<file path="config.mk">
export PLATFORM = sky130hd
export DESIGN_NAME = upper_tri_operand_streamer
export DESIGN_NICKNAME = d
export VERILOG_FILES = /design/src/rtl/upper_tri_operand_streamer.sv
export SDC_FILE = /design/constraint.sdc
export NUM_CORES = 1
export LEC_CHECK = 0
export BUFFER_PORTS_ARGS = -buffer_cell sky130_fd_sc_hd__buf_2
export CAP_MARGIN = 30
export CORE_UTILIZATION = 39
export DETAILED_ROUTE_END_ITERATION = 10
export HOLD_SLACK_MARGIN = 0.06
export MAX_ROUTING_LAYER = met4
export PLACE_DENSITY = 0.65
export SLEW_MARGIN = 10
export SYNTH_ARGS = -nofsm -noshare
export SYNTH_HDL_FRONTEND = slang
export SYNTH_SLANG_ARGS = --single-unit
</file>
<file path="constraint.sdc">
create_clock -name clk -period 6.3 [get_ports clk]
set_input_delay 1.575 -clock clk [delete_from_list [all_inputs] [get_ports clk]]
set_output_delay 1.575 -clock clk [all_outputs]
set_load 0.005 [all_outputs]
</file>
<file path="src/rtl/upper_tri_operand_streamer.sv">
// upper_tri_operand_streamer
// Buffers an upper-triangular matrix supplied in packed row-major form
// (N(N+1)/2 elements) and, on start, replays it as a full NxN element
// stream with zeros below the diagonal, in row- or column-major order.
//
// Ports:
//   clk, rst                 rising-edge clock, synchronous active-high reset
//   load_valid/load_data     packed element input
//   load_ready               block accepts a packed element (LOAD state)
//   full                     all packed elements buffered, awaiting start
//   start, col_major         begin streaming / order select (sampled while full)
//   busy                     streaming in progress
//   out_valid/out_ready      output element handshake
//   out_data/out_row/out_col element M[out_row][out_col]
//   out_last                 final (N*N-th) element of the matrix
module upper_tri_operand_streamer #(
    parameter int unsigned N      = 4,
    parameter int unsigned DATA_W = 32
) (
    input  logic                   clk,
    input  logic                   rst,
    input  logic                   load_valid,
    input  logic [DATA_W-1:0]      load_data,
    output logic                   load_ready,
    output logic                   full,
    input  logic                   start,
    input  logic                   col_major,
    output logic                   busy,
    output logic                   out_valid,
    input  logic                   out_ready,
    output logic [DATA_W-1:0]      out_data,
    output logic [$clog2(N)-1:0]   out_row,
    output logic [$clog2(N)-1:0]   out_col,
    output logic                   out_last
);

    localparam int unsigned T     = N * (N + 1) / 2;
    localparam int unsigned IDX_W = $clog2(T);
    localparam int unsigned RC_W  = $clog2(N);

    typedef enum logic [1:0] {
        S_LOAD,
        S_FULL,
        S_STREAM
    } state_e;

    state_e              state_q, state_d;
    logic [IDX_W-1:0]    cnt_q, cnt_d;
    logic                colm_q, colm_d;
    logic                load_ready_q, load_ready_d;
    logic                full_q, full_d;
    logic                busy_q, busy_d;
    logic                out_valid_q, out_valid_d;
    logic [DATA_W-1:0]   out_data_q, out_data_d;
    logic [RC_W-1:0]     out_row_q, out_row_d;
    logic [RC_W-1:0]     out_col_q, out_col_d;
    logic                out_last_q, out_last_d;

    logic [DATA_W-1:0]   mem_q [T];
    logic                wr_en;

    // Position and packed index of the element following the one presented
    logic [RC_W-1:0]     nxt_row, nxt_col;
    int unsigned         ri, ci, pidx;
    logic [DATA_W-1:0]   nxt_data;

    // Packed buffer; deliberately not cleared by reset
    always_ff @(posedge clk) begin
        if (wr_en && !rst) begin
            mem_q[cnt_q] <= load_data;
        end
    end

    // State and registered outputs
    always_ff @(posedge clk) begin
        if (rst) begin
            state_q      <= S_LOAD;
            cnt_q        <= '0;
            colm_q       <= 1'b0;
            load_ready_q <= 1'b1;
            full_q       <= 1'b0;
            busy_q       <= 1'b0;
            out_valid_q  <= 1'b0;
            out_data_q   <= '0;
            out_row_q    <= '0;
            out_col_q    <= '0;
            out_last_q   <= 1'b0;
        end else begin
            state_q      <= state_d;
            cnt_q        <= cnt_d;
            colm_q       <= colm_d;
            load_ready_q <= load_ready_d;
            full_q       <= full_d;
            busy_q       <= busy_d;
            out_valid_q  <= out_valid_d;
            out_data_q   <= out_data_d;
            out_row_q    <= out_row_d;
            out_col_q    <= out_col_d;
            out_last_q   <= out_last_d;
        end
    end

    // Next-state and next-output logic
    always_comb begin
        state_d     = state_q;
        cnt_d       = cnt_q;
        colm_d      = colm_q;
        wr_en       = 1'b0;
        out_valid_d = out_valid_q;
        out_data_d  = out_data_q;
        out_row_d   = out_row_q;
        out_col_d   = out_col_q;
        out_last_d  = out_last_q;
        nxt_row     = out_row_q;
        nxt_col     = out_col_q;
        nxt_data    = '0;
        pidx        = 0;

        // Advance along the selected order, wrapping at the matrix edge
        if (colm_q) begin
            if (out_row_q == RC_W'(N - 1)) begin
                nxt_row = '0;
                nxt_col = out_col_q + RC_W'(1);
            end else begin
                nxt_row = out_row_q + RC_W'(1);
            end
        end else begin
            if (out_col_q == RC_W'(N - 1)) begin
                nxt_col = '0;
                nxt_row = out_row_q + RC_W'(1);
            end else begin
                nxt_col = out_col_q + RC_W'(1);
            end
        end

        // Packed row-major upper-triangle index; lower triangle reads as zero
        ri = 32'(nxt_row);
        ci = 32'(nxt_col);
        if (ci >= ri) begin
            pidx     = ri * N - (ri * (ri - 1)) / 2 + (ci - ri);
            nxt_data = mem_q[IDX_W'(pidx)];
        end

        case (state_q)
            S_LOAD: begin
                if (load_valid && load_ready_q) begin
                    wr_en = 1'b1;
                    if (cnt_q == IDX_W'(T - 1)) begin
                        cnt_d   = '0;
                        state_d = S_FULL;
                    end else begin
                        cnt_d = cnt_q + IDX_W'(1);
                    end
                end
            end
            S_FULL: begin
                if (start) begin
                    colm_d      = col_major;
                    state_d     = S_STREAM;
                    out_valid_d = 1'b1;
                    out_row_d   = '0;
                    out_col_d   = '0;
                    out_data_d  = mem_q[0];
                    out_last_d  = 1'b0;
                end
            end
            S_STREAM: begin
                if (out_valid_q && out_ready) begin
                    if (out_last_q) begin
                        state_d     = S_LOAD;
                        cnt_d       = '0;
                        out_valid_d = 1'b0;
                        out_data_d  = '0;
                        out_row_d   = '0;
                        out_col_d   = '0;
                        out_last_d  = 1'b0;
                    end else begin
                        out_row_d  = nxt_row;
                        out_col_d  = nxt_col;
                        out_data_d = nxt_data;
                        out_last_d = (nxt_row == RC_W'(N - 1)) && (nxt_col == RC_W'(N - 1));
                    end
                end
            end
            default: begin
                state_d = S_LOAD;
            end
        endcase

        load_ready_d = (state_d == S_LOAD);
        full_d       = (state_d == S_FULL);
        busy_d       = (state_d == S_STREAM);
    end

    assign load_ready = load_ready_q;
    assign full       = full_q;
    assign busy       = busy_q;
    assign out_valid  = out_valid_q;
    assign out_data   = out_data_q;
    assign out_row    = out_row_q;
    assign out_col    = out_col_q;
    assign out_last   = out_last_q;

endmodule

</file>
==> impl_results.md, run 1 <==
- Die Footprint: 39200 µm²
- Worst slew margin: 0.384
- Synth Warn #: 0
- Crit-path most repeated cell: ha_1
- Ports: 79
- Post-synth ARST share: 0
- RSZ-0062 raised after global routing: false
- Cell Chain, Critical Path: ha_1 -> xnor2_1 -> o22ai_1 -> ha_1 -> inv_1 -> fa_1 -> ha_1 -> ha_4 -> inv_1 -> fa_4 -> buf_4 -> mux4_2 -> nor2b_1 -> a221oi_1 -> o32ai_1
- Sw Share: 0.194
- Synth top area share: 0.642
- Worst slew pin tran: 924 ps
- Final Max Slew Viols: 0
- Startpoint Class: flop
- CP required: 6670 ps
- Clock Power Share: 0.445
- Worst setup margin: 1130 ps
- First-pass GRT wire length: 52.5 mm
- Critical Path Slowest Stage Cell: fa_4
- Drt pass-1 iters: 5
- Highest Clock Rate: 193 MHz
- Post-CTS sizing: 0
- Worst reg2reg startpoint: out_col[0]$_SDFFE_PP0P_
- Total negative slack: 0 ps
- Clock root buffer master: clkbuf_16
- Leakage: 5.79 nW
- Setup WS pre-CTS: 1170 ps
- Syn Nets: 917
- CTS sink cnt: 368
- # H-tree levels: 2
- Post-CTS Setup Bufs: 0
- Post-synth top area cell: edfxtp_1
- Worst r2r path cells: 15
- # port buffers: 78
- CTS tree: built
- Netlist cell types: 52
- Avg WL per Cell: 23.6 µm
- Most frequent cells in the layout: edfxtp_1 (320), buf_2 (78), mux4_2 (62), and3_1 (62), dfxtp_1 (48)
- Via density per instance: 5.66
- FILL cells: 3228
- Final cycle utilization of the critical path: 0.821
- Int Pwr: 4.02 mW
- Total core area: 37800 µm²
- Crit path capture type: flop
- Mapped Avg Cell Area: 17.2 µm²
- Starting Density: 0.396
- Final setup viols: 0
- R2R Path End: out_data[31]$_SDFFE_PP0P_
- Final net count: 993
- Hold Vio Cnt, Final: 0
- CP max FO: 37
- Post-synthesis register bit count: 368
- DRC violations left: 0
- Main flop type after synthesis: edfxtp_1
- Die H: 198 µm
- Vias in the first global route: 8449
- Row count: 71
- Fin crit period: 5170 ps
- Mapped Cells: 868
- Vias: 8421
- HP Class: flop to flop
- Hold-fix buffers, CTS: 0
- Max-Cap Viols: 0
- Crit path largest cell delay: 1270 ps
- End of the critical path: out_data[31]$_SDFFE_PP0P_
- Reg power frac: 0.537
- Initial antenna violation count: 3
- Post-synth EDFFs: 320
- CTS max path bufs: 3
- ANT nets after route: 0
- Area Overhead vs Synth: 15.2%
- Commonest non-fill, non-tap cell in the layout: edfxtp_1
- Main area contributors after synthesis: edfxtp_1 (64%), mux4_2 (9.3%), dfxtp_1 (6.4%)
- Detail Placement HPWL: 18.6 mm
- Register area share after synthesis: 0.706
- Largest net degree at the start of global routing: 69
- Clk_lat worst skew: 530 ps
- Final Power: 4.99 mW
- Post-Syn Area: 15000 µm²
- Worst Setup SP: out_col[0]$_SDFFE_PP0P_
- Status: finished, final reports clean
- DRT iter0 DRCs: 638
- WS Path Type: flop to flop
- Psw: 0.965 mW
- GPL Wtd Cong: 0.746
- Clk_skew: 19.5 ps
- Worst IR Drop VDD: 0.000171 V
- Chip width: 198 µm
- Area of the multi-input gates: 4130 µm²
- Total global routing overflow: 0
- Power Dens Cells: 289 nW/µm²
- Combinational fraction of design power: 0.018
- Total Routed Length: 35.1 mm
- CTS clk-pin slew, worst paths: 60 ps
- CTS Buf Count: 39
- Seq. cell area: 10600 µm²
- Worst EP arrival: 5540 ps
- Global Route Usage Sum: 0.187
- Share of cells above drive strength 1: 0.248
- R2r setup slk: 1130 ps
[synthesized netlist by cell type (all sizes together) (2+ instances only)]
library cell,instances
buf,21
ha,9
nand2,12
clkbuf,44
nor2b,32
and3,64
or3,2
nand4,3
and3b,2
a21o,3
and2b,2
nand3b,2
o32ai,32
inv,7
nand3,2
nor2,19
dfxtp,48
or4,2
a22oi,4
a221oi,32
fa,2
nor3,7
a21oi,40
mux4,64
edfxtp,320
mux2i,34
a2bb2oi,2
o21ai,37
nand2b,5
[worst min-delay path by stage]
stage	cells past startpoint	from	to
6_report	2	cnt_q[3]$_SDFFE_PP0P_	cnt_q[3]$_SDFFE_PP0P_
5_1_grt	2	cnt_q[3]$_SDFFE_PP0P_	cnt_q[3]$_SDFFE_PP0P_
4_1_cts	2	cnt_q[3]$_SDFFE_PP0P_	cnt_q[3]$_SDFFE_PP0P_
3_5_place_dp	2	cnt_q[3]$_SDFFE_PP0P_	cnt_q[3]$_SDFFE_PP0P_
3_3_place_gp	2	cnt_q[3]$_SDFFE_PP0P_	cnt_q[3]$_SDFFE_PP0P_
2_1_floorplan	2	cnt_q[3]$_SDFFE_PP0P_	cnt_q[3]$_SDFFE_PP0P_
[stage by stage]
step | area, µm² | utilization | cells | hold slack (ps)
final | 17200 | 0.457 | 1487 | 532
after global routing | 17200 | 0.457 | 1487 | 572
after CTS | 17200 | 0.456 | 1483 | 533
after detailed placement | 16000 | 0.423 | 1413 | 522
after global placement | 15900 | 0.422 | 1412 | 511
after floorplan | 15000 | - | 868 | 486
[worst max-delay path: cells and delay by family, from the launching register on]
family          cells  cell delay (ps)
fa+ha+maj           6             2720
simple gates        1              150
flops               1              410
mux                 1              350
xor+xnor            1               90
buf+inv             3              500
compound gates      3              780
[power by group through the flow]
stage               registers [mW]  clock network, mW  logic (mW)
finish                        2.68               2.22      0.0904
global route                  2.68               2.35      0.0985
CTS                           2.68               2.25      0.0910
detailed placement            2.73                  0      0.0909
global placement              2.73                  0      0.0871
floorplan                     2.72                  0      0.0378
[cell families after synthesis]
group | share of synthesized area
AOI/OAI and AO/OA | 0.0711
xor gates and xnor gates | 0.00276
adders and majority gates | 0.0102
buffers and inverters | 0.0268
DFF | 0.706
muxes | 0.120
and+or+nand+nor | 0.0627
[state kept, by name (all words and copies together) (netlist names)]
register,cells
cnt_q,4
out_row,2
full,1
busy,1
out_valid,1
out_data,32
out_col,2
mem_q,320
state_q,2
load_ready,1
out_last,1
colm_q,1
[area by class of cell]
class / count / area share
clock inverter: 10 / 0.00697
inverter: 7 / 0.00152
multi-input combinational: 427 / 0.239
sequential: 368 / 0.613
clock buffer: 60 / 0.0658
antenna: 3 / 0.000435
timing repair buffer: 101 / 0.0360
tap: 511 / 0.0371
[metal layers]
| layer | track usage | part of all wire | vias to the layer above | wire length (µm) |
|---|---|---|---|---|
| met5 | - | 0 | - | 0 |
| met4 | 0.0439 | 0.016 | 0 | 570 |
| met2 | 0.303 | 0.49 | 287 | 17400 |
| li1 | - | - | 3696 | - |
| met3 | 0.0368 | 0.069 | 49 | 2420 |
| met1 | 0.244 | 0.42 | 4389 | 14800 |
No activity file was read; power rests on OpenSTA's default activity.
==> inputs of run 2 (changes only) <==
- clock period: 6.3 -> 5.35 ns (I/O delays scaled with it)
==> run 2 against run 1 <==
  * Count of clock-buffer cells in the layout decreased by 9
  * Clock power increased by 15%
  * Cell area about the same
  * Clock skew decreased by 3.0 ps
==> impl_results.md, run 2 (synthesized netlist as in run 1, its figures left out) <==
- Status: finished, final reports clean
- CP required: 5710 ps (-960 ps)
- DRT iter0 DRCs: 582 (-8.8%)
- Final hold slack: 536 ps (+4.28 ps)
- Fin crit period: 4770 ps (-404 ps)
- Hold Vio Cnt, Final: 0 (unchanged)
- Post-CTS Setup Bufs: 0 (unchanged)
- Worst EP arrival: 5130 ps (-410 ps)
- CTS max path bufs: 3 (unchanged)
- FILL cells: 3221 (-0.22%)
- Worst slew pin tran: 920 ps (-3.55 ps)
- Row count: 71 (unchanged)
- Clk_skew: 16.5 ps (-2.98 ps)
- Hold-fix buffers, CTS: 0 (unchanged)
- R2R Path End: out_data[20]$_SDFFE_PP0P_
- GPL Wtd Cong: 0.755 (+1.2%)
- Die H: 198 µm (unchanged)
- WS Path Type: flop to flop
- Detail Placement HPWL: 18.5 mm (-0.34%)
- CTS sink cnt: 368 (unchanged)
- Total Routed Length: 34.4 mm (-2.1%)
- Chip width: 198 µm (unchanged)
- Seq. cell area: 10600 µm² (unchanged)
- Via density per instance: 5.59 (-1.3%)
- Post-CTS sizing: 0 (unchanged)
- Area Overhead vs Synth: 15.1% (about the same)
- Final Power: 5.80 mW (+16%)
- Share of cells above drive strength 1: 0.252 (+0.00410)
- Cell Chain, Critical Path: ha_1 -> xnor2_1 -> o22ai_1 -> ha_1 -> inv_1 -> fa_1 -> ha_1 -> ha_4 -> inv_1 -> fa_4 -> buf_4 -> mux4_2 -> nor2b_1 -> a221oi_1 -> o32ai_1
- Total core area: 37800 µm² (unchanged)
- Crit path largest cell delay: 1050 ps (-220 ps)
- First-pass GRT wire length: 52.2 mm (-0.49%)
- # H-tree levels: 2 (unchanged)
- Area of the multi-input gates: 4120 µm² (-0.15%)
- HP Start: cnt_q[3]$_SDFFE_PP0P_
- Worst slew margin: 0.387 (+0.00237)
- Highest Clock Rate: 210 MHz (+8.5%)
- Final net count: 999 (+0.60%)
- Initial antenna violation count: 2 (-1)
- R2r setup slk: 580 ps (-550 ps)
- CTS tree: built
- Startpoint Class: flop
- Drt pass-1 iters: 5 (unchanged)
- Worst setup margin: 580 ps (-546 ps)
- Avg WL per Cell: 23.0 µm (-2.6%)
- Vias in the first global route: 8554 (+1.2%)
- Cell family with most CP delay: adder cells
- Final setup viols: 0 (unchanged)
- Crit path capture type: flop
- CP max FO: 18 (-51%)
- HP Class: flop to flop
- Buf/Inv on CP: 3 (unchanged)
- Hold Path Sink: cnt_q[3]$_SDFFE_PP0P_
- Starting Density: 0.396 (unchanged)
- Ports: 79 (unchanged)
- Largest net degree at the start of global routing: 67 (-2.9%)
- DRC violations left: 0 (unchanged)
- Critical Path Slowest Stage Cell: fa_4
- Setup WS pre-CTS: 568 ps (-598 ps)
- Max-Cap Viols: 0 (unchanged)
- ANT nets after route: 0 (unchanged)
- Leakage: 5.80 nW (+0.25%)
- Final core utilization: 0.456 (about the same)
- Final Max Slew Viols: 0 (unchanged)
- Commonest non-fill, non-tap cell in the layout: edfxtp_1
- Worst IR Drop VDD: 0.000208 V (+22%)
- RSZ-0062 raised after global routing: false
- Worst hold stages: 2 (unchanged)
- Most frequent cells in the layout: edfxtp_1 (320), buf_2 (78), mux4_2 (62), and3_1 (62), dfxtp_1 (48)
- Final cycle utilization of the critical path: 0.892 (+0.0703)
- Power Dens Cells: 337 nW/µm² (+17%)
- CTS clk-pin slew, worst paths: 60 ps (about the same)
- Die Footprint: 39200 µm² (unchanged)
- Biggest register: mem_q
- Vias: 8352 (-0.82%)
- Crit-path most repeated cell: ha_1
- Clk_lat worst skew: 530 ps (about the same)
- # port buffers: 78 (unchanged)
- Total global routing overflow: 0 (unchanged)
- Worst r2r path cells: 15 (unchanged)
- Worst reg2reg startpoint: out_col[0]$_SDFFE_PP0P_
- CTS Buf Count: 39 (unchanged)
- Number of flip-flops in the largest register: 320 (unchanged)
- Global Route Usage Sum: 0.185 (-0.00212)
- Clock root buffer master: clkbuf_16
- Total negative slack: 0 ps (unchanged)
==> run 2: report_power, final <==
group	leakage [nW]	switching (mW)	internal (mW)
Combinational	1.93	0.0696	0.0348
Sequential	3.27	0.00987	3.14
Clock	0.594	1.07	1.48
Total	5.80	1.15	4.65
==> run 2: worst min-delay path: stages (launching register included) <==
cell and delay (ps):
dfxtp_1 340, o21ai_0 80, a21oi_1 70
==> run 2: final cells by class <==
class                   instances  share of cell area
repair buffers                107              0.0382
inverters                       7             0.00152
clock inverters                21             0.00980
well taps                     511              0.0371
multi-input cells             427               0.239
clock buffers                  51              0.0605
diodes                          2            0.000290
flip-flops and latches        368               0.613
==> run 2: stage by stage <==
step                      area (µm²)  instances
after global routing           17200       1494
after CTS                      17200       1492
after global placement         16000       1420
after floorplan                15000        868
after detailed placement       16000       1420
final                          17200       1494
==> run 2: worst max-delay path by stage <==
stage | cells after the start | slack, ps | end | startpoint
after floorplan | 4 | 690 | mem_q[0][0]$_DFFE_PP_ | load_valid
after global placement | 15 | 670 | out_data[21]$_SDFFE_PP0P_ | out_col[0]$_SDFFE_PP0P_
after detailed placement | 15 | 570 | out_data[24]$_SDFFE_PP0P_ | out_col[0]$_SDFFE_PP0P_
after CTS | 15 | 540 | out_data[20]$_SDFFE_PP0P_ | out_col[0]$_SDFFE_PP0P_
after global routing | 15 | 210 | out_data[24]$_SDFFE_PP0P_ | out_col[0]$_SDFFE_PP0P_
final | 15 | 580 | out_data[20]$_SDFFE_PP0P_ | out_col[0]$_SDFFE_PP0P_
==> run 2: layer usage <==
metal,wire length [µm],share of wire,GRT usage
met4,714,0.021,0.0543
met1,15100,0.44,0.250
met3,2180,0.063,0.0305
met5,0,0,-
met2,16400,0.48,0.288
